==> src/rtl/gray_conv_arbiter.sv <==
// gray_conv_arbiter
//   Several requesters share one Gray-to-binary converter. Each cycle a
//   round-robin arbiter picks one pending requester. That requester's Gray
//   word is converted to binary. The result, tagged with the requester
//   index, is loaded into a single registered output stage that uses a
//   valid/ready handshake.
//
// Ports
//   clk         rising-edge clock for all state
//   rst         synchronous, active-high reset
//   req_valid   [NREQ]    requester i has a Gray word pending
//   req_gray    [NREQ*N]  requester i word at [i*N +: N]
//   req_ready   [NREQ]    one-hot grant; a transfer happens when valid&&ready
//   resp_valid            output stage holds a converted word
//   resp_ready            consumer accepts resp_* this cycle
//   resp_bin    [N]       converted binary word
//   resp_id     [IDW]     index of the requester that produced resp_bin
//   conv_count  [16]      completed responses, saturating at 16'hFFFF
module gray_conv_arbiter #(
  parameter int N    = 4,
  parameter int NREQ = 4,
  parameter int IDW  = 2
) (
  input  logic              clk,
  input  logic              rst,
  input  logic [NREQ-1:0]   req_valid,
  input  logic [NREQ*N-1:0] req_gray,
  output logic [NREQ-1:0]   req_ready,
  output logic              resp_valid,
  input  logic              resp_ready,
  output logic [N-1:0]      resp_bin,
  output logic [IDW-1:0]    resp_id,
  output logic [15:0]       conv_count
);

  typedef enum logic {EMPTY = 1'b0, FULL = 1'b1} state_t;

  state_t         state_q, state_d;
  logic [N-1:0]   resp_bin_q, resp_bin_d;
  logic [IDW-1:0] resp_id_q, resp_id_d;
  logic [IDW-1:0] last_grant_q, last_grant_d;
  logic [15:0]    conv_count_q, conv_count_d;

  logic           can_accept;
  logic           found;
  logic           xfer;
  logic           complete;
  logic [IDW-1:0] win;
  logic [IDW-1:0] arb_idx;
  logic [N-1:0]   win_gray;
  logic [N-1:0]   win_bin;

  // Round-robin search starting just after the last grant. The index wraps
  // by comparing against NREQ-1, so NREQ does not have to be a power of two.
  always_comb begin
    found   = 1'b0;
    win     = '0;
    arb_idx = last_grant_q;
    for (int k = 0; k < NREQ; k++) begin
      if (arb_idx == IDW'(NREQ - 1)) arb_idx = '0;
      else                           arb_idx = arb_idx + 1'b1;
      if (!found && req_valid[arb_idx]) begin
        found = 1'b1;
        win   = arb_idx;
      end
    end
  end

  assign win_gray = req_gray[win*N +: N];

  // Gray-to-binary conversion is an XOR prefix taken from the MSB downward.
  // No carries are involved.
  always_comb begin
    win_bin        = '0;
    win_bin[N-1]   = win_gray[N-1];
    for (int i = N - 2; i >= 0; i--) begin
      win_bin[i] = win_bin[i+1] ^ win_gray[i];
    end
  end

  // The output stage can take a new word when it is empty, or when it is
  // full and its current word is being consumed in the same cycle.
  assign can_accept = (state_q == EMPTY) || resp_ready;
  assign xfer       = found && can_accept && !rst;
  assign complete   = (state_q == FULL) && resp_ready;

  genvar gi;
  generate
    for (gi = 0; gi < NREQ; gi++) begin : g_grant
      assign req_ready[gi] = xfer && (win == IDW'(gi));
    end
  endgenerate

  always_comb begin
    state_d      = state_q;
    resp_bin_d   = resp_bin_q;
    resp_id_d    = resp_id_q;
    last_grant_d = last_grant_q;
    conv_count_d = conv_count_q;
    if (xfer) begin
      state_d      = FULL;
      resp_bin_d   = win_bin;
      resp_id_d    = win;
      last_grant_d = win;
    end else if (complete) begin
      state_d = EMPTY;
    end
    if (complete && (conv_count_q != 16'hFFFF)) begin
      conv_count_d = conv_count_q + 16'd1;
    end
  end

  always_ff @(posedge clk) begin
    if (rst) begin
      state_q      <= EMPTY;
      resp_bin_q   <= '0;
      resp_id_q    <= '0;
      last_grant_q <= IDW'(NREQ - 1);
      conv_count_q <= '0;
    end else begin
      state_q      <= state_d;
      resp_bin_q   <= resp_bin_d;
      resp_id_q    <= resp_id_d;
      last_grant_q <= last_grant_d;
      conv_count_q <= conv_count_d;
    end
  end

  assign resp_valid = (state_q == FULL);
  assign resp_bin   = resp_bin_q;
  assign resp_id    = resp_id_q;
  assign conv_count = conv_count_q;

endmodule

==> config.mk <==
export PLATFORM = sky130hd
export DESIGN_NAME = gray_conv_arbiter
export DESIGN_NICKNAME = d
export VERILOG_FILES = /design/src/rtl/gray_conv_arbiter.sv
export SDC_FILE = /design/constraint.sdc
export NUM_CORES = 1
export LEC_CHECK = 0
export BUFFER_PORTS_ARGS = -buffer_cell sky130_fd_sc_hd__buf_2
export CAP_MARGIN = 25
export CELL_PAD_IN_SITES_DETAIL_PLACEMENT = 1
export CELL_PAD_IN_SITES_GLOBAL_PLACEMENT = 1
export CORE_MARGIN = 1
export CORE_UTILIZATION = 34
export CTS_BUF_LIST = sky130_fd_sc_hd__clkbuf_8 sky130_fd_sc_hd__clkbuf_16
export CTS_CLUSTER_DIAMETER = 40
export CTS_CLUSTER_SIZE = 25
export DETAILED_ROUTE_END_ITERATION = 12
export PLACE_DENSITY_LB_ADDON = 0.1
export SLEW_MARGIN = 20
export SYNTH_ARGS = -nofsm -noshare
export SYNTH_HDL_FRONTEND = slang
export SYNTH_SLANG_ARGS = --single-unit
==> constraint.sdc <==
create_clock -name clk -period 3.8 [get_ports clk]
set_clock_uncertainty 0.15 [all_clocks]
set_input_delay 0.76 -clock clk [delete_from_list [all_inputs] [get_ports clk]]
set_output_delay 0.76 -clock clk [all_outputs]
set_load 0.03 [all_outputs]
==> results of run 1 <==
worst max-delay path: stages (launching register included):
cell and delay [ns]:
dfxtp_1 0.43, ha_1 0.32, nor4_1 0.25, o32a_1 0.43, inv_1 0.18, nor4_1 0.27
buf_2 0.24
registers in the layout, summed over array words and instances (netlist names):
signal,flops
resp_id,2
conv_count,16
resp_valid,1
last_grant_q,2
resp_bin,4
power groups by stage:
| stage | registers (mW) | logic (mW) | clock network [mW] |
|---|---|---|---|
| after detailed placement | 0.305 | 0.239 | 0 |
| after global placement | 0.303 | 0.229 | 0 |
| after global routing | 0.302 | 0.258 | 0.176 |
| after floorplan | 0.339 | 0.148 | 0 |
| after CTS | 0.299 | 0.239 | 0.160 |
| final | 0.299 | 0.237 | 0.157 |
how the worst min path moves through the flow:
stage                                from               to  slack [ns]  depth (start not counted)
after floorplan           last_grant_q[1]  last_grant_q[1]        0.29                          1
after global placement        resp_bin[3]      resp_bin[3]        0.30                          2
after detailed placement      resp_bin[1]      resp_bin[1]        0.31                          2
after CTS                     resp_bin[3]      resp_bin[3]        0.32                          2
after global routing          resp_bin[3]      resp_bin[3]        0.34                          2
final                         resp_bin[1]      resp_bin[1]        0.32                          2
cell usage in the layout, fill, tap and decap left out, types with 5 or more instances in the layout:
master and count:
o21ai_0 5, nand4_1 7, a21oi_1 12, xor2_1 10, buf_2 49, nor2_1 25, dfxtp_1 25, xnor2_1 5
nor4_1 5, nand2_1 16
cell families (layout without fill, tap and decap cells):
logic type / Yosys count / after routing / synth area share
AOI/OAI and AO/OA: 27 / 27 / 0.131
xor gates and xnor gates: 16 / 16 / 0.116
adders and majority gates: 2 / 2 / 0.0197
buffers and inverters: 8 / 56 / 0.0325
DFF: 25 / 25 / 0.394
muxes: 5 / 5 / 0.0591
and+or+nand+nor: 66 / 66 / 0.247
final cells by class:
cell class                 instances  area [um2]  share of cell area
timing repair buffer              49         245               0.154
tap                               46        57.6              0.0362
clock buffer                       3        41.3              0.0260
multi-input combinational        116         728               0.459
clock inverter                     1        3.75             0.00236
inverter                           3        11.3             0.00709
sequential                        25         500               0.315
per-layer routing:
metal | global-route usage | vias up
met3 | 0.0362 | 8
met4 | 0.0610 | 0
li1 | - | 616
met5 | 0 | -
met2 | 0.313 | 35
met1 | 0.215 | 596
==> flow_summary_export.csv, run 1 <==
group,metric,value,unit
detailed_routing,drt_iter0_drc,31,
yosys,yosys-top-cells-count,"25 x dfxtp_1, 25 x nor2_1, 16 x nand2_1",
critical_path,worst_r2r_path_depth,8,
clock_network,numCtsBuffers,3,
detailed_routing,post_drt_wl_per_cell,13.5,um
clock_network,cts_root_buffer,"clkbuf_8",
yosys,yosysSeqAreaShare,0.394,
floorplanning,die_w,63.1,um
sta,setup_tns,0,ns
power,p_switching,241,uW
yosys,synth_warnings,0,
grt,antenna_found_initial,0,
finish,instances_no_fill,243,
floorplanning,dieArea,3980,um2
yosys,synthCells,149,
clock_network,cts_resized,0,
sta,rsz0062_at_grt,"false",
clock_network,clock-sinks,25,
clock_network,cts_tree,"built",
placed_design,place_ws,0.663,ns
finish,stdcell_area,1590,um2
sta,hold_ws,0.318,ns
placed_design,dp_hpwl,2550,um
power,vdd_drop_max,0.286,mV
grt,grt_pass1_wl,5740,um
critical_path,timing.rr.start,"last_grant_q[0]",
sta,timing.final.crit_share,0.870,
critical_path,cp-startpoint,"last_grant_q[0]",
placed_design,gp_congestion,0.702,
sta,final_max_slew_viol_count,0,
detailed_routing,wl_met1,1500,um
sta,setup_viol,0,
clock_network,clock_path_buffers,2,
power,seqPwrFrac,0.432,
finish,num_antenna_cells,0,
detailed_routing,totalWireLength,3290,um
grt,overflow,0,
detailed_routing,drt_first_pass_iters,3,
critical_path,worstSetupEndpointType,"output port",
detailed_routing,wl_met2,1590,um
finish,fill_cells,449,
finish,final_util,0.458,
floorplanning,core_area,3470,um2
power,p_leak,0.713,nW
critical_path,regToRegSetupSlack,0.78,ns
critical_path,start_kind,"flop",
yosys,syn-cell-area,1270,um2
power,sw_frac_of_total,0.349,
critical_path,r2r-end,"resp_bin[0]",
finish,synthToLayoutAreaGrowth,25.0,%
min_path,hold_class,"reg -> reg",
power,p_per_area,436,nW/um2
yosys,ys.flop_type,"dfxtp_1",
power,power_frac_clock,0.226,
critical_path,cp.required,2.89,ns
critical_path,path_class,"reg -> out",
detailed_routing,highest-signal-layer,"met4",
yosys,synth_top_area_cell,"dfxtp_1",
floorplanning,start_util,0.366,
sta,finalHoldViolCount,0,
yosys,syn_avg_cell_area,8.52,um2
run,drv_cap,0,
sta,clock.fmax,302,MHz
clock_network,cts_hold_buf,0,
yosys,synth_edf_count,0,
placed_design,place_inst,239,
detailed_routing,via_per_inst,5.16,
detailed_routing,ant_nets,0,
sta,worstMarginPinSlew,0.704,ns
floorplanning,fp.dieH,63.1,um
yosys,yosys-top-cells-area,"dfxtp_1 39%, nor2_1 7.4%, xor2_1 6.9%",
yosys,synth-seq-cells,25,
floorplanning,fp-row-count,21,
critical_path,critPathCapture,"req_ready[2]",
floorplanning,io_pins,50,
placed_design,placed_cell_area,1540,um2
detailed_routing,vias,1255,
yosys,synth_top_cell_area_share,0.394,
sta,fin_crit,3.31,ns
sta,relSlewSlack,0.531,
power,total_power,692,uW
clock_network,post_cts_buffers,0,
status,outcome,"completed",
power,pwr-share-comb,0.342,
detailed_routing,drc_errors,0,
power,intPower,450,uW
yosys,synth_fp_nets,174,
detailed_routing,met3_length,143,um
finish,layout-drive-gt1-share,0.294,
grt,grt_max_degree,29,
placed_design,port_buffers,49,
clock_network,clkLatencyLatePin,0.27,ns
yosys,synthArstFlopShare,0,
yosys,synthDistinctLibCells,32,
sta,worst_slack,0.493,ns
clock_network,clk_pin_slew,0.09,ns
grt,grt_pass1_vias,1319,
grt,grt_usage,0.179,
clock_network,htree_levels,1,
finish,nets,223,
critical_path,crit_arrival,2.40,ns
critical_path,critPathMaxFanout,9,
No activity file was read; power rests on OpenSTA's default activity.
==> inputs of run 2 (changes only) <==
--- a/config.mk
+++ b/config.mk
@@ -7,10 +7,9 @@
 export LEC_CHECK = 0
 export BUFFER_PORTS_ARGS = -buffer_cell sky130_fd_sc_hd__buf_2
 export CAP_MARGIN = 25
-export CELL_PAD_IN_SITES_DETAIL_PLACEMENT = 1
-export CELL_PAD_IN_SITES_GLOBAL_PLACEMENT = 1
+export CORE_ASPECT_RATIO = 0.6
 export CORE_MARGIN = 1
-export CORE_UTILIZATION = 34
+export CORE_UTILIZATION = 47
 export CTS_BUF_LIST = sky130_fd_sc_hd__clkbuf_8 sky130_fd_sc_hd__clkbuf_16
 export CTS_CLUSTER_DIAMETER = 40
 export CTS_CLUSTER_SIZE = 25
==> run 2 against run 1 <==
Routed wire length down 15%. Critical path type unchanged. Hold slack worse by 0.011 ns. Largest power group unchanged. Die area down 27%. Sequential power about the same. Core utilization up 16 points. Count of clock-buffer cells in the layout unchanged. Setup slack worse by 0.0045 ns. Largest cell class unchanged. First-iteration DRC count up 100%.
==> flow_summary_export.csv, run 2 (synthesis gave the netlist of run 1 again) <==
group,metric,value,unit
power,intPower,451,uW
clock_network,cts_tree,"built",
power,p_per_area,437,nW/um2
finish,layout-drive-gt1-share,0.299,
finish,largest_reg_flops,16,
clock_network,clock_path_buffers,2,
sta,fin_crit,3.31,ns
power,pwr-share-comb,0.344,
critical_path,worstSetupEndpointType,"output port",
power,seqPwrFrac,0.433,
floorplanning,dieArea,2920,um2
clock_network,cts_resized,0,
clock_network,htree_levels,1,
min_path,min_path_cells,2,
clock_network,cts_root_buffer,"clkbuf_8",
clock_network,numCtsBuffers,3,
power,p_switching,236,uW
floorplanning,fp.dieH,42.3,um
finish,instances_no_fill,229,
detailed_routing,drt_first_pass_iters,4,
finish,num_antenna_cells,0,
power,power_frac_clock,0.223,
critical_path,critPathMaxFanout,9,
sta,finalHoldViolCount,0,
clock_network,clock-sinks,25,
placed_design,port_buffers,49,
critical_path,regToRegSetupSlack,0.80,ns
run,drv_cap,0,
grt,antenna_found_initial,0,
detailed_routing,drt_iter0_drc,63,
finish,fill_cells,229,
sta,worst_slack,0.488,ns
critical_path,timing.rr.start,"last_grant_q[0]",
floorplanning,io_pins,50,
detailed_routing,vias,1208,
detailed_routing,drc_errors,0,
placed_design,placed_cell_area,1530,um2
detailed_routing,post_drt_wl_per_cell,12.2,um
min_path,hp-start,"resp_bin[3]",
sta,rsz0062_at_grt,"false",
power,vdd_drop_max,0.367,mV
sta,setup_tns,0,ns
floorplanning,fp-row-count,14,
critical_path,worst_r2r_path_depth,8,
finish,final_common_cell,"buf_2",
clock_network,post_cts_buffers,0,
clock_network,clkLatencyLatePin,0.26,ns
sta,final_max_slew_viol_count,0,
placed_design,gp_congestion,0.737,
power,sw_frac_of_total,0.343,
critical_path,start_kind,"flop",
placed_design,dp_hpwl,2170,um
sta,setup_viol,0,
grt,grt_pass1_vias,1093,
finish,synthToLayoutAreaGrowth,23.7,%
critical_path,r2r-end,"resp_bin[0]",
sta,relSlewSlack,0.578,
floorplanning,core_area,2540,um2
critical_path,path_class,"reg -> out",
sta,clock.fmax,302,MHz
critical_path,cp.required,2.89,ns
sta,timing.final.crit_share,0.872,
power,p_leak,0.712,nW
finish,nets,223,
detailed_routing,via_per_inst,5.28,
placed_design,place_inst,225,
grt,grt_max_degree,29,
grt,grt_usage,0.207,
clock_network,clk_pin_slew,0.08,ns
clock_network,cts_hold_buf,0,
floorplanning,start_util,0.500,
min_path,hold_class,"reg -> reg",
finish,mostFrequentLayoutCells,"49 x buf_2, 25 x nor2_1, 25 x dfxtp_1, 16 x nand2_1, 12 x a21oi_1",
floorplanning,die_w,69.1,um
status,outcome,"completed",
sta,worstMarginPinSlew,0.633,ns
grt,overflow,0,
sta,hold_ws,0.307,ns
placed_design,place_ws,0.668,ns
critical_path,crit_arrival,2.40,ns
detailed_routing,ant_nets,0,
min_path,whs_endpoint,"resp_bin[3]",
detailed_routing,totalWireLength,2800,um
grt,grt_pass1_wl,4820,um
finish,stdcell_area,1570,um2
-- run 2: cell types whose count changed in the layout (fill, tap and decap cells not counted) --
cell	change
clkinv_2	+1
inv_1	-1
-- run 2: cell type report --
class                           count  area [um2]  area share
Timing Repair Buffer               49         245       0.156
Sequential cell                    25         500       0.318
Inverter                            3        11.3     0.00717
Clock buffer                        3        41.3      0.0263
Clock inverter                      1        5.00     0.00318
Multi-Input combinational cell    116         728       0.463
Tap cell                           32        40.0      0.0255
-- run 2: power by group through the flow --
| stage | Combinational [mW] | Clock, mW | Sequential [mW] |
|---|---|---|---|
| after floorplan | 0.148 | 0 | 0.339 |
| after global placement | 0.228 | 0 | 0.302 |
| after detailed placement | 0.235 | 0 | 0.303 |
| after CTS | 0.236 | 0.160 | 0.297 |
| after global routing | 0.257 | 0.171 | 0.301 |
| final | 0.236 | 0.153 | 0.297 |
-- run 2: layer usage --
| layer | vias to the layer above | GRT usage | wire length (um) |
|---|---|---|---|
| li1 | 621 | - | - |
| met1 | 551 | 0.278 | 1380 |
| met2 | 34 | 0.328 | 1240 |
| met3 | 2 | 0.0625 | 171 |
| met4 | 0 | 0.0490 | 13 |
| met5 | - | 0 | 0 |
-- run 2: through the flow --
stage          power [mW]   util
6_report            0.687  0.619
5_1_grt             0.729  0.619
4_1_cts             0.693  0.619
3_5_place_dp        0.538  0.600
3_3_place_gp        0.530  0.600
2_1_floorplan       0.487      -
-- run 2: critical path, stage by stage, from the launching register on --
cell,delay (ns)
dfxtp_1,0.36
ha_1,0.37
nor4_1,0.26
o32a_1,0.44
inv_1,0.19
nor4_1,0.28
buf_2,0.24
-- run 2: worst max path at each step --
stage / from / endpoint / slack [ns] / depth (start not counted)
after global placement: req_valid[3] / resp_bin[0] / 0.75 / 8
after CTS: last_grant_q[0] / req_ready[2] / 0.47 / 6
after floorplan: req_valid[3] / req_ready[0] / 0.43 / 4
final: last_grant_q[0] / req_ready[2] / 0.49 / 6
after detailed placement: req_valid[1] / req_ready[2] / 0.67 / 6
after global routing: last_grant_q[0] / req_ready[2] / 0.18 / 6
